--- src/rtl/fnd_sched_pkg.sv ---
// rtl/fnd_sched_pkg.sv - shared sizes, mode encoding and helpers for the FND page scheduler
package fnd_sched_pkg;
  localparam int NUM_PAGES = 7;
  localparam int PAGE_W    = 3;

  typedef enum logic [1:0] {
    MODE_AUTO    = 2'd0,
    MODE_MANUAL  = 2'd1,
    MODE_PREEMPT = 2'd2
  } mode_e;

  // Index of the lowest set bit; only meaningful for a one-hot input.
  function automatic logic [PAGE_W-1:0] lowest_bit_idx(input logic [NUM_PAGES-1:0] v);
    lowest_bit_idx = '0;
    for (int i = NUM_PAGES - 1; i >= 0; i--) begin
      if (v[i]) lowest_bit_idx = PAGE_W'(i);
    end
  endfunction
endpackage

--- src/rtl/fnd_sw_debounce.sv ---
// rtl/fnd_sw_debounce.sv - accepts the raw switch vector once it has been stable long enough
module fnd_sw_debounce
  import fnd_sched_pkg::*;
#(
  parameter int unsigned DEBOUNCE_CYCLES = 1_000_000
) (
  input  logic                 clk,
  input  logic                 reset,
  input  logic [NUM_PAGES-1:0] sw_raw,
  output logic [NUM_PAGES-1:0] sw_stable
);
  localparam int CW = $clog2(DEBOUNCE_CYCLES + 1);

  logic [NUM_PAGES-1:0] r_sw_last;
  logic [NUM_PAGES-1:0] r_sw_stable;
  logic [CW-1:0]        r_cnt;

  always_ff @(posedge clk) begin
    if (reset) begin
      r_sw_last   <= '0;
      r_sw_stable <= '0;
      r_cnt       <= '0;
    end else if (sw_raw != r_sw_last) begin
      r_sw_last <= sw_raw;
      r_cnt     <= '0;
    end else if (r_cnt == CW'(DEBOUNCE_CYCLES - 1)) begin
      r_sw_stable <= r_sw_last;
    end else begin
      r_cnt <= r_cnt + CW'(1);
    end
  end

  assign sw_stable = r_sw_stable;
endmodule

--- src/rtl/fnd_page_scheduler.sv ---
// rtl/fnd_page_scheduler.sv - picks the slave register page shown on the FND (auto/manual/preempt)
// Optional PREEMPT blinking is built when FND_SCHED_BLINK_EN is defined.
module fnd_page_scheduler
  import fnd_sched_pkg::*;
#(
  parameter int unsigned DWELL_CYCLES    = 100_000_000,
  parameter int unsigned HOLD_CYCLES     = 200_000_000,
  parameter int unsigned DEBOUNCE_CYCLES = 1_000_000,
  parameter int unsigned BLINK_CYCLES    = 25_000_000
) (
  input  logic                 clk,
  input  logic                 reset,
  input  logic [NUM_PAGES-1:0] sw,
  input  logic [NUM_PAGES-1:0] page_en,
  input  logic                 wr_valid,
  input  logic [PAGE_W-1:0]    wr_addr,
  output logic [NUM_PAGES-1:0] sel,
  output logic [PAGE_W-1:0]    page_idx,
  output logic [1:0]           mode,
  output logic                 blank
);
  localparam int DWW = $clog2(DWELL_CYCLES + 1);
  localparam int HW  = $clog2(HOLD_CYCLES + 1);

  mode_e                r_mode, w_mode_nx, w_dec_mode;
  logic [PAGE_W-1:0]    r_page, w_page_nx, w_dec_page, w_next_en, w_sw_idx;
  logic [NUM_PAGES-1:0] r_sel, w_sw_stable;
  logic                 r_blank, w_blank_nx, w_dec_blank, w_wr_hit;
  logic [DWW-1:0]       r_dwell, w_dwell_nx;
  logic [HW-1:0]        r_hold, w_hold_nx;
  logic [PAGE_W:0]      w_cand;

  fnd_sw_debounce #(.DEBOUNCE_CYCLES(DEBOUNCE_CYCLES)) u_debounce (
    .clk       (clk),
    .reset     (reset),
    .sw_raw    (sw),
    .sw_stable (w_sw_stable)
  );

  assign w_wr_hit = wr_valid && (wr_addr != PAGE_W'(NUM_PAGES));
  assign w_sw_idx = lowest_bit_idx(w_sw_stable);

  // Nearest enabled page after the current one, wrapping; k=NUM_PAGES lands back on itself.
  always_comb begin
    w_next_en = r_page;
    w_cand    = '0;
    for (int k = NUM_PAGES; k >= 1; k--) begin
      w_cand = {1'b0, r_page} + (PAGE_W + 1)'(k);
      if (w_cand >= (PAGE_W + 1)'(NUM_PAGES)) w_cand = w_cand - (PAGE_W + 1)'(NUM_PAGES);
      if (page_en[w_cand[PAGE_W-1:0]]) w_next_en = w_cand[PAGE_W-1:0];
    end
  end

  always_comb begin
    w_dec_mode  = MODE_MANUAL;
    w_dec_page  = r_page;
    w_dec_blank = 1'b1;
    if (w_sw_stable == '0) begin
      w_dec_mode  = MODE_AUTO;
      w_dec_blank = (page_en == '0);
    end else if ($onehot(w_sw_stable)) begin
      w_dec_page  = w_sw_idx;
      w_dec_blank = 1'b0;
    end
  end

`ifdef FND_SCHED_BLINK_EN
  localparam int BW = $clog2(BLINK_CYCLES + 1);
  logic [BW-1:0] r_blink, w_blink_nx;

  always_ff @(posedge clk) begin
    if (reset) r_blink <= '0;
    else       r_blink <= w_blink_nx;
  end
`else
  logic w_unused_blink;
  assign w_unused_blink = ^BLINK_CYCLES;
`endif

  always_comb begin
    w_mode_nx  = r_mode;
    w_page_nx  = r_page;
    w_blank_nx = r_blank;
    w_dwell_nx = r_dwell;
    w_hold_nx  = r_hold;
`ifdef FND_SCHED_BLINK_EN
    w_blink_nx = r_blink;
`endif
    if (w_wr_hit) begin
      w_mode_nx  = MODE_PREEMPT;
      w_page_nx  = wr_addr;
      w_blank_nx = 1'b0;
      w_dwell_nx = '0;
      w_hold_nx  = '0;
`ifdef FND_SCHED_BLINK_EN
      w_blink_nx = '0;
`endif
    end else if (r_mode == MODE_PREEMPT) begin
      if (r_hold == HW'(HOLD_CYCLES - 1)) begin
        w_mode_nx  = w_dec_mode;
        w_page_nx  = w_dec_page;
        w_blank_nx = w_dec_blank;
        w_dwell_nx = '0;
        w_hold_nx  = '0;
      end else begin
        w_hold_nx = r_hold + HW'(1);
`ifdef FND_SCHED_BLINK_EN
        if (r_blink == BW'(BLINK_CYCLES - 1)) begin
          w_blink_nx = '0;
          w_blank_nx = ~r_blank;
        end else begin
          w_blink_nx = r_blink + BW'(1);
        end
`endif
      end
    end else begin
      w_mode_nx  = w_dec_mode;
      w_page_nx  = w_dec_page;
      w_blank_nx = w_dec_blank;
      w_dwell_nx = '0;
      // Dwell only accumulates while already in AUTO; entering AUTO starts it at 0.
      if (w_dec_mode == MODE_AUTO && r_mode == MODE_AUTO) begin
        if (r_dwell == DWW'(DWELL_CYCLES - 1)) w_page_nx = w_next_en;
        else                                   w_dwell_nx = r_dwell + DWW'(1);
      end
    end
  end

  always_ff @(posedge clk) begin
    if (reset) begin
      r_mode  <= MODE_AUTO;
      r_page  <= '0;
      r_sel   <= NUM_PAGES'(1);
      r_blank <= 1'b0;
      r_dwell <= '0;
      r_hold  <= '0;
    end else begin
      r_mode  <= w_mode_nx;
      r_page  <= w_page_nx;
      r_sel   <= NUM_PAGES'(1) << w_page_nx;
      r_blank <= w_blank_nx;
      r_dwell <= w_dwell_nx;
      r_hold  <= w_hold_nx;
    end
  end

  assign sel      = r_sel;
  assign page_idx = r_page;
  assign mode     = r_mode;
  assign blank    = r_blank;
endmodule

--- config.mk ---
export PLATFORM = sky130hd
export DESIGN_NAME = fnd_page_scheduler
export DESIGN_NICKNAME = d
export VERILOG_FILES = /design/src/rtl/fnd_sched_pkg.sv /design/src/rtl/fnd_sw_debounce.sv /design/src/rtl/fnd_page_scheduler.sv
export SDC_FILE = /design/constraint.sdc
export NUM_CORES = 1
export LEC_CHECK = 0
export ABC_CLOCK_PERIOD_IN_PS = 6800
export BUFFER_PORTS_ARGS = -buffer_cell sky130_fd_sc_hd__buf_2
export CAP_MARGIN = 25
export CELL_PAD_IN_SITES_DETAIL_PLACEMENT = 1
export CELL_PAD_IN_SITES_GLOBAL_PLACEMENT = 2
export CORE_MARGIN = 5
export CORE_UTILIZATION = 36
export CTS_BUF_LIST = sky130_fd_sc_hd__clkbuf_16
export CTS_CLUSTER_DIAMETER = 80
export CTS_CLUSTER_SIZE = 24
export DETAILED_ROUTE_END_ITERATION = 10
export PLACE_DENSITY = 0.89
export SETUP_SLACK_MARGIN = 0.2
export SLEW_MARGIN = 15
export SYNTH_ARGS = -nofsm -noshare
export SYNTH_HDL_FRONTEND = slang
export SYNTH_SLANG_ARGS = --single-unit
--- constraint.sdc ---
create_clock -name clk -period 6.8 [get_ports clk]
set_input_delay 1.02 -clock clk [delete_from_list [all_inputs] [get_ports clk]]
set_output_delay 1.02 -clock clk [all_outputs]
set_load 0.02 [all_outputs]
==> results.ini <==
[layout]
post_route_cells_drive_above_1_share_pct=10.37
num-fill-cells=2223
area_delta_synth_final_pct=8.502
multi_input_comb_area_um2=4363
num-nets-final=871
seqCellArea_um2=2043
final_cell_count_no_fill=1073
n_antenna_cell=0

[synth]
ys_ff_latch=102
synth_async_sr_flop_share_pct=0
proportion_of_synthesized_chip_area_in_sequential_cells_pct=30.36
yosys_warnings=0
synth.most_common_cell=sky130_fd_sc_hd__nor2_1
synth_largest_area_cell=sky130_fd_sc_hd__dfxtp_1
post_synth_num_cell_types=83
yosys_most_used_dff=sky130_fd_sc_hd__dfxtp_1
synth_common_cells=sky130_fd_sc_hd__nor2_1, sky130_fd_sc_hd__dfxtp_1, sky130_fd_sc_hd__nand2_1, sky130_fd_sc_hd__nand3_1, sky130_fd_sc_hd__xor2_1
netlist_instances=827
synth-edff-count=0
synthDominantCellAreaShare_pct=30.36
synth_fp_nets=864
yosys-top-cells-area=sky130_fd_sc_hd__dfxtp_1, sky130_fd_sc_hd__nor2_1, sky130_fd_sc_hd__xor2_1, sky130_fd_sc_hd__xnor2_1, sky130_fd_sc_hd__nand2_1
synth_area_per_cell_um2=8.132
mappedNetlistArea_um2=6725

[worst_setup_path]
critPathCaptureType=register
critical_path.slowest_cell=sky130_fd_sc_hd__ha_1
timing.rr.start=page_idx[0]
worst-r2r-setup-slack_ps=1970
critPathRequiredTime_ps=7060
cp.buffers_inverters=3
crit_fanout=57
cp_cell_sequence=buf_4 > inv_1 > ha_1 > buf_4 > nor2_1 > a221o_1 > a211oi_2 > o2111ai_1 > a2111oi_0 > o221ai_1 > and2_2 > nor4b_2
capture_instance_of_the_worst_register_to_register_path=sel[5]
worst_ep_arrival_time_ps=5090
critPathLaunchType=register
worst-setup-path-type=register to register
r2r.worst_path.cells=12
cpMostUsedCell=sky130_fd_sc_hd__buf_4
path_delay_family=compound AO/OA/AOI/OAI gates
cp_slowest_stage_delay_ps=680

[floorplan]
num_rows=50
io_pins=33
die_area_um2=21520
floorplan.initialDensity_pct=36.20
core_um2=18580
die_h_um=146.7
floorplan.die.width_um=146.7

[placement]
post-dp-hpwl_mm=13.91
gpl.final_weighted_congestion=0.9619
io_buffers=32
place_inst=1057

[min_path]
hold_class=register to register
min_path_cells=2
worstHoldEndpoint=r_hold[12]
hold_start=r_hold[12]

[sta]
final_hold_fails=0
totalNegativeSetupSlack_ps=0
final_period_minus_worst_setup_slack_ps=4830
setup_violations=0
worst_slew_pin_slew_ps=869.3
fmaxAchievable_mhz=207.1
final.period_utilization_pct=71.02
setup_repair_after_global_routing_missed_its_margin=no
fin_worst_skew_ps=8.857
timing_max_transition_violations_final=0
maxSlewHeadroom_pct=41.93

[detailed_routing]
total_wire_length_after_detailed_routing_mm=19.29
detailroute.via_count=6042
number_of_iterations_in_the_first_detailed_routing_pass=5
ant_nets=0
first_iter_violations=294
detail_route.wl_per_cell_um=17.98
route.detailed.vias_per_inst=5.631
drc_errors=0

[grt]
grt_start_max_net_pins=58
grt_first_pass_wirelength_mm=31.88
grt_antenna_before_repair=0
overflow=0
grt_usage_pct=17.90
vias_in_the_first_global_route=6158

[run_status]
status=completed

[cts]
tritoncts=built
root_buffer=sky130_fd_sc_hd__clkbuf_16
holdBufCountCts=0
clk_pin_slew_ps=70
tritoncts.num_buffers=9
cts.repair.resized=0
clkSinkCount=102
htree_levels=3
cts_post_setup_buffers_inserted=0
worst_skew_pair.late_latency_ps=350
clk_path_buf_depth=2

[job]
maxCapViolations=0

[power]
cellLeakagePower_nw=2.553
cell_area_power_density_nw_per_um2=215.0
ir_drop_uv=136.5

layer usage:
metal  share of wire (%)  track usage [%]  vias to the layer above  wire (um)
met5                   0                0                        -          0
met4                 1.7            5.644                        0        332
met3                 4.2            3.197                       28        810
met2                  46            28.72                      117       8813
met1                  48            24.47                     2937       9334
li1                    -                -                     2960          -
report_power, final:
group          switching (W)  internal, W
logic               0.000283     0.000160
clock network       0.000224     0.000283
registers          0.0000118     0.000606
total               0.000519      0.00105
flip-flops by register name, indices dropped and copies added, names as in the netlist:
name and count:
r_dwell 27, u_debounce.r_sw_last 7, mode 2, sel 7, r_hold 28, u_debounce.sw_stable 7, u_debounce.r_cnt 20, page_idx 3
blank 1
cell families after synthesis:
kind of cell | after synthesis | synth area share (%)
flops | 102 | 30.36
buf+inv | 71 | 4.763
xor+xnor | 72 | 9.377
fa+ha+maj | 17 | 3.721
simple gates | 388 | 29.90
mux | 37 | 6.251
compound gates | 140 | 15.63
tightest hold or removal path, cell delays in order, from the launching register on:
cell                      delay (ps)
sky130_fd_sc_hd__dfxtp_1         340
sky130_fd_sc_hd__nand2_1          60
sky130_fd_sc_hd__a21oi_1          50
per-stage QoR:
stage / setup slack, ps / area, um^2 / hold WS (ps) / utilization (%) / power, W
after detailed placement: 2085 / 7005 / 485.8 / 37.70 / 0.001064
after floorplan: 2722 / 6725 / 456.9 / - / 0.0009586
after CTS: 2015 / 7297 / 501.8 / 39.27 / 0.001581
after global placement: 2220 / 7005 / 472.2 / 37.70 / 0.001063
final: 1970 / 7297 / 500.6 / 39.27 / 0.001569
after global routing: 1657 / 7297 / 531.9 / 39.27 / 0.001647
cells in the final DEF, fill, tap and decap left out, types with 19 or more instances in the layout:
cell type                  netlist  routed
sky130_fd_sc_hd__xor2_1         40      40
sky130_fd_sc_hd__nand4_1        19      19
sky130_fd_sc_hd__dfxtp_1       102     101
sky130_fd_sc_hd__nand2b_1       19      19
sky130_fd_sc_hd__nor2_1        125     125
sky130_fd_sc_hd__nand3_1        41      41
sky130_fd_sc_hd__a21oi_1        33      33
sky130_fd_sc_hd__mux2i_1        24      24
sky130_fd_sc_hd__o21ai_0        22      22
sky130_fd_sc_hd__buf_2          13      32
sky130_fd_sc_hd__nand2_1        70      70
sky130_fd_sc_hd__xnor2_1        32      32
sky130_fd_sc_hd__inv_1          31      32
final cells by class:
class	instances	area share, %
clock inverters	7	0.9088
flip-flops and latches	102	28.00
multi-input cells	654	59.79
well taps	234	4.012
clock buffers	9	3.086
inverters	31	1.595
repair buffers	36	2.606
worst max-delay path by stage:
stage                             from  cells after the start  slack [ps]     end
6_report                   page_idx[0]                     12        1970  sel[5]
5_1_grt                    page_idx[0]                     12        1660  sel[5]
4_1_cts                    page_idx[0]                     12        2020  sel[5]
3_5_place_dp               page_idx[0]                     12        2080  sel[5]
3_3_place_gp               page_idx[0]                     12        2220  sel[4]
2_1_floorplan  u_debounce.sw_stable[0]                     13        2720  sel[5]
Note: power is estimated with default switching activity, not from simulation.
